--- config.mk ---
export PLATFORM = sky130hd
export DESIGN_NAME = bsg_link_ds_mc_credit
export DESIGN_NICKNAME = d
export VERILOG_FILES = /design/src/rtl/bsg_link_ds_mc_credit.sv
export SDC_FILE = /design/constraint.sdc
export NUM_CORES = 1
export LEC_CHECK = 0
export ABC_AREA = 1
export ABC_CLOCK_PERIOD_IN_PS = 4100
export CAP_MARGIN = 20
export CORE_ASPECT_RATIO = 0.8
export CORE_UTILIZATION = 25
export DETAILED_ROUTE_END_ITERATION = 10
export GPL_TIMING_DRIVEN = 0
export PLACE_DENSITY = 0.45
export RECOVER_POWER = 100
export SYNTH_ARGS = -nofsm -noshare
export SYNTH_HDL_FRONTEND = slang
export SYNTH_SLANG_ARGS = --single-unit
--- constraint.sdc ---
create_clock -name clk -period 4.1 [get_ports clk]
set_input_delay 0.82 -clock clk [delete_from_list [all_inputs] [get_ports clk]]
set_output_delay 0.82 -clock clk [all_outputs]
set_load 0.005 [all_outputs]
--- src/rtl/bsg_link_ds_mc_credit.sv ---
// bsg_link_ds_mc_credit
// Multi-channel downstream link receiver. Incoming flits are steered by
// channel ID into per-channel FIFOs. Each FIFO is presented to the core with
// a valid/yumi handshake. Credits go back upstream as one token toggle per
// CREDIT_DECIM dequeues.
//
// Optional build macro: BSG_LINK_DS_OVF_CHECK_EN
//   defined   -> err_o[c] is a sticky flag, set when a flit targets a full channel
//   undefined -> err_o is tied to 0 and no overflow-detect logic is built
// Overflow flits are dropped in both builds.
module bsg_link_ds_mc_credit #(
    parameter int NUM_CH       = 2,
    parameter int WIDTH        = 16,
    parameter int DEPTH        = 8,
    parameter int CREDIT_DECIM = 4
) (
    input  logic                                          clk,
    input  logic                                          rst_n,
    input  logic                                          io_valid_i,
    input  logic [((NUM_CH > 1) ? $clog2(NUM_CH) : 1)-1:0] io_ch_i,
    input  logic [WIDTH-1:0]                              io_data_i,
    output logic [NUM_CH-1:0]                             core_valid_o,
    output logic [NUM_CH*WIDTH-1:0]                       core_data_o,
    input  logic [NUM_CH-1:0]                             core_yumi_i,
    output logic [NUM_CH-1:0]                             token_o,
    output logic [NUM_CH-1:0]                             full_o,
    output logic [NUM_CH-1:0]                             err_o
);

    localparam int CHW = (NUM_CH > 1) ? $clog2(NUM_CH) : 1;
    localparam int AW  = $clog2(DEPTH);
    localparam int PW  = AW + 1;
    // A decimation of 1 still needs a one-bit counter. It sits at 0, so every
    // dequeue counts as a wrap.
    localparam int CW  = (CREDIT_DECIM > 1) ? $clog2(CREDIT_DECIM) : 1;

    for (genvar c = 0; c < NUM_CH; c++) begin : g_ch
        logic [PW-1:0]    r_wptr;
        logic [PW-1:0]    r_rptr;
        logic [CW-1:0]    r_cnt;
        logic             r_token;
        logic [WIDTH-1:0] r_mem [DEPTH];

        logic w_sel;
        logic w_full;
        logic w_empty;
        logic w_enq;
        logic w_deq;
        logic w_wrap;

        // An out-of-range channel ID matches no channel, so the flit is discarded.
        assign w_sel   = io_valid_i && (io_ch_i == CHW'(c));
        assign w_empty = (r_wptr == r_rptr);
        assign w_full  = (r_wptr[AW] != r_rptr[AW]) &&
                         (r_wptr[AW-1:0] == r_rptr[AW-1:0]);
        // Both qualifiers use the registered pointers. A same-cycle dequeue
        // therefore neither frees a slot for this enqueue nor consumes a flit
        // that arrives in the same cycle.
        assign w_enq   = w_sel && !w_full;
        assign w_deq   = core_yumi_i[c] && !w_empty;
        assign w_wrap  = (r_cnt == CW'(CREDIT_DECIM - 1));

        // Flit storage. It has no reset because the pointers alone define
        // which entries are valid.
        always_ff @(posedge clk) begin
            if (w_enq) begin
                r_mem[r_wptr[AW-1:0]] <= io_data_i;
            end
        end

        // Write/read pointers. The extra MSB tells full apart from empty.
        always_ff @(posedge clk or negedge rst_n) begin
            if (!rst_n) begin
                r_wptr <= '0;
                r_rptr <= '0;
            end else begin
                if (w_enq) r_wptr <= r_wptr + PW'(1);
                if (w_deq) r_rptr <= r_rptr + PW'(1);
            end
        end

        // Credit decimation: the token flips on the dequeue that wraps the counter.
        always_ff @(posedge clk or negedge rst_n) begin
            if (!rst_n) begin
                r_cnt   <= '0;
                r_token <= 1'b0;
            end else if (w_deq) begin
                r_cnt <= w_wrap ? '0 : r_cnt + CW'(1);
                if (w_wrap) r_token <= ~r_token;
            end
        end

        assign core_valid_o[c]                = !w_empty;
        assign core_data_o[c*WIDTH +: WIDTH]  = r_mem[r_rptr[AW-1:0]];
        assign token_o[c]                     = r_token;
        assign full_o[c]                      = w_full;

`ifdef BSG_LINK_DS_OVF_CHECK_EN
        logic r_err;

        // Sticky overflow flag. Only reset clears it.
        always_ff @(posedge clk or negedge rst_n) begin
            if (!rst_n) begin
                r_err <= 1'b0;
            end else if (w_sel && w_full) begin
                r_err <= 1'b1;
            end
        end

        assign err_o[c] = r_err;
`else
        assign err_o[c] = 1'b0;
`endif
    end

endmodule

# Yosys cells after proc, flatten, opt, wreduce, memory -nomap -nowiden
# Memory sizes are Yosys's and may differ from the RTL's.
# Index checks and enable logic that the tools add are counted.
[word_totals]
regBits = 22
ram_bits = 256
inputBits = 22
output_inout_bits = 40
word_cells = 47
mem_count = 2
[mem_list]
columns = ["memory", "words", "word_bits", "rd", "rd_clocked_by_memory_dff", "write_ports", "line", "text"]
rows = [
  ["g_ch[0].r_mem", 8, 16, 1, 0, 1, "42", "logic [WIDTH-1:0] r_mem [DEPTH];"],
  ["g_ch[1].r_mem", 8, 16, 1, 0, 1, "42", ""],
]
[classes]
add_sub_neg = 6
eq_ne = 8
mux = 6
n_bitwise = 3
n_reduce_logical = 14
[ops]
columns = ["cell", "count"]
rows = [
  ["$add 4x1->4 const B", 4],
  ["$eq 4x4->1", 2],
  ["$logic_and 1x1->1", 8],
  ["$eq 3x3->1", 2],
  ["$add 2x1->2 const B", 2],
  ["$eq 2x2->1 const B", 2],
  ["$logic_not 1->1", 4],
  ["$mux 1", 4],
  ["$mux 2", 2],
  ["$reduce_and 2->1", 2],
  ["$not 1->1", 3],
  ["$ne 1x1->1", 2],
]

# Longest topological paths before layout
[depth]
ltp_word = 6
depth_mapped = 9
mapped_depth_nobuf = 8

# Worst setup path before layout
# OpenSTA, ideal clock, no wires.
[synth_timing]
path_type = "input -> register"
from = "in io_valid_i"
to = "mem g_ch[0].r_mem[2][0], enable pin"
setup_time_ns = 0.389
t_arrival_ns = 2.012
required_time_ns = 3.711
setup_slack_ns = 1.700
stages = 4
path_buffers = 0
cell_sequence = "inv_1 > nor2_1 > nand3_2 > nor2_1"
[synth_via]
elab_chain_cells = 4
[synth_lines]
columns = ["item", "line", "text"]
rows = [
  ["from (decl)", "19", "input logic io_valid_i,"],
  ["$logic_and 1x1->1", "52", "assign w_sel = io_valid_i && (io_ch_i == CHW'(c));"],
  ["$logic_and 1x1->1", "59", "assign w_enq = w_sel && !w_full;"],
  ["$mux 1", "66", "if (w_enq) begin"],
  ["$mux 1 (implied by the code)", "67", "r_mem[r_wptr[AW-1:0]] <= io_data_i;"],
  ["to (decl)", "42", ""],
]
# No other way between the ends.

# Final worst setup path
[layout_timing]
from = "reg g_ch[0].r_rptr[1]"
to = "out core_data_o[11]"
[layout_via]
elab_chain_cells = 1
[layout_lines]
columns = ["item", "line", "text"]
rows = [
  ["from (decl)", "39", "logic [PW-1:0] r_rptr;"],
  ["from (signal assigned)", "78", "if (w_deq) r_rptr <= r_rptr + PW'(1);"],
  ["$mem_v2 8x16", "-", ""],
  ["to (decl)", "23", "output logic [NUM_CH*WIDTH-1:0] core_data_o,"],
]
# No other way between the ends.

==> metrics <==
status=finished clean; MaxCap Viol Count=0; top-area cell type share of the netlist area=67.27%; Sw Pwr=3.576 mW; DP Cell Count=1609; area delta synth->final=20.32%; Pint=6.406 mW; top post-synthesis cells by area=edfxtp_1 (67%), nand2_1 (5.1%), nor2_1 (4.8%); buffers plus inverters on the worst setup path=4; Post-DRT Antenna Nets=0; CP top delay family=buffers and inverters; final hold viol count=0; Static Leak=4.822 nW; CTS tree=yes; Initial Utilization=25.56%; latest clock arrival within the worst-skew pair=0.57 ns; postcts setup bufs=0; Worst EP arrival=2.91 ns; switching power share of the total=35.82%; Initial DRT Pass Iterations=5; CP Max Fanout=10; relative slew slack=22.44%; cells on worst reg2reg path=9; CTS resizes=0; Synth Instances=930; crit path time final=3.726 ns; Die Width=241.0 um; FF-to-FF Start=g_ch[1].r_rptr[1]; Crit. path cell count=8; I/O Buffers=59; period utilization=90.88%; hold_buf cts=0; crit path from=g_ch[0].r_rptr[1]; final setup fails=0; first-pass GRT wire length=45820 um; Boundary Pins=62; register share of total power=35.5%; largest net degree at the start of global routing=17; register area share after synthesis=72.08%; routed len/inst=18.33 um; Longest Clk Path Bufs=3; total CTS buffers=31; Reg2Reg Setup Slack=1.07 ns; DIE AREA=46580 sq um; final std cells w/o fill=1666; post-DP HPWL=20170 um; GRT overflow=0; Die Span Y=193.2 um; number of max-slew violations in the final report=0; # rows=69; f_max=268.4 MHz; PD cells=725.9 nW/um^2; area of the mapped netlist=11430 sq um; share of cells above drive strength 1=11.29%; Final Skew=0.02132 ns; worst path cell trace=buf_4, clkinvlp_2, clkbuf_1, o21ai_0, o22ai_1, nand2_1, nand2_1, clkdlybuf4s50_1; Hold WC Path Type=flip-flop to flip-flop; Clk network pwr share=27.9%; core box area=44720 sq um; CP Launch Type=flip-flop; Hold Path Depth=2; TNS Setup=0 ns; worst reg2reg path endpoint=g_ch[1].r_mem[3][7]; Yosys reg bits=278; via/cell ratio=4.378; CP Class=flip-flop to output port; Layout fillers=4619; overall routing resource usage=13.12%; Distinct cells, synth=31; mean post-synth cell area=12.29 sq um; slowest CP cell=clkbuf_1; clock-pin slew on the worst setup and hold paths=0.06 ns; GPL Wtd Cong=0.7652; Comb power frac=36.5%; vias in the first global route=7077; area leader, netlist=edfxtp_1; RSZ-0062 raised after global routing=false; clock sinks=278; Initial DRC Count=640; initial antenna violation count=0; worst slew pin tran=1.163 ns; layout net count=1067; CP peak stage delay=0.49 ns; H-tree depth=1; CP required=3.28 ns; final wirelength=30540 um; crit path capture=core_data_o[11]; CP dominant cell by count=nand2_1; synth warn=0; antenna cell count=0; Critical Path End Type=output port; via count=7293; VDD IR max=0.0003450 V; Root Driver=clkbuf_16; drc violations=0
-- synth_stat cells --
library cell	count
ha_1	6
o21ai_2	4
inv_1	11
o21ai_1	43
conb_1	1
buf_6	2
buf_4	21
xnor2_1	2
a21oi_2	2
nand2_8	2
nor2_1	147
nand2_4	6
buf_2	17
nand4_1	2
buf_1	3
nor2_2	1
nor2_4	2
nand2_2	16
nand3_2	2
o22ai_1	64
inv_2	11
xor2_1	5
inv_4	1
nand2_1	156
nor3_1	1
o21ai_0	85
edfxtp_1	256
dfrtp_1	22
clkbuf_1	14
nand3_1	23
or2_2	2
-- power groups by stage --
stage / Combinational [mW] / Sequential [mW] / Clock (mW)
after CTS: 3.99 / 3.55 / 2.85
final: 3.65 / 3.55 / 2.79
after floorplan: 2.25 / 3.57 / 0
after detailed placement: 3.97 / 3.60 / 0
after global routing: 4.08 / 3.58 / 2.94
after global placement: 3.90 / 3.61 / 0
-- routing by layer --
| layer | vias to the layer above | GRT usage, % | part of all wire, % |
|---|---|---|---|
| met1 | 3579 | 20.77 | 52 |
| li1 | 3535 | - | - |
| met5 | - | 0 | 0 |
| met4 | 0 | 2.930 | 1.9 |
| met3 | 39 | 1.769 | 3.8 |
| met2 | 140 | 18.73 | 42 |
-- cell families after synthesis --
| group | synth area share, % |
|---|---|
| and+or+nand+nor | 13.47 |
| DFF | 72.08 |
| AOI/OAI and AO/OA | 9.569 |
| buffers and inverters | 3.657 |
| xor gates and xnor gates | 0.5365 |
| adders and majority gates | 0.6569 |
| other | 0.03281 |
-- registers in the layout (all words and copies together) (netlist names) --
signal	flops
g_ch.r_token	2
g_ch.r_wptr	8
g_ch.r_cnt	4
g_ch.r_rptr	8
g_ch.r_mem	256
-- tightest hold or removal path: stages, from the launching register on --
cell	delay, ns
dfrtp_1	0.36
nand2_2	0.05
nand2_1	0.05
-- cells in the final DEF (no fill, tap or decap), drive strengths merged --
cell type	count
o21ai	132
conb	2
xnor2	2
clkinv	15
nor2	150
clkbuf	67
or2	2
nand2	180
clkinvlp	1
a21oi	2
nand4	2
bufinv	4
inv	23
buf	43
dlygate4sd3	42
xor2	5
nor3	1
o22ai	64
clkdlybuf4s50	17
edfxtp	256
ha	6
dfrtp	22
nand3	25
-- worst min path at each step --
stage,endpoint,start
3_5_place_dp,g_ch[0].r_cnt[1],g_ch[0].r_cnt[1]
2_1_floorplan,g_ch[0].r_cnt[1],g_ch[0].r_cnt[1]
5_1_grt,g_ch[0].r_cnt[1],g_ch[0].r_cnt[1]
4_1_cts,g_ch[0].r_cnt[1],g_ch[0].r_cnt[1]
6_report,g_ch[1].r_cnt[1],g_ch[1].r_cnt[1]
3_3_place_gp,g_ch[1].r_cnt[1],g_ch[1].r_cnt[1]
-- layout make-up --
| class | instances | area (sq um) | area share, % |
|---|---|---|---|
| buffer | 57 | 329.1 | 2.393 |
| clock buffer | 37 | 798.3 | 5.805 |
| clock inverter | 20 | 219.0 | 1.592 |
| inverter | 23 | 87.58 | 0.6369 |
| multi-input combinational | 573 | 2674 | 19.44 |
| sequential | 278 | 8238 | 59.91 |
| tap | 603 | 754.5 | 5.487 |
| timing repair buffer | 75 | 650.6 | 4.732 |
-- stage by stage --
step	total power [mW]	hold slack (ns)	util (%)	setup slack [ns]	cell area [sq um]
6_report	9.982	0.4903	30.75	0.3739	13750
5_1_grt	10.59	0.5136	30.75	0.1883	13750
4_1_cts	10.38	0.4945	31.54	0.4999	14110
3_5_place_dp	7.576	0.4772	29.27	1.064	13090
3_3_place_gp	7.504	0.4718	28.57	0.3156	12780
2_1_floorplan	5.823	0.4582	-	1.700	11430
No activity file was read; power rests on OpenSTA's default activity.
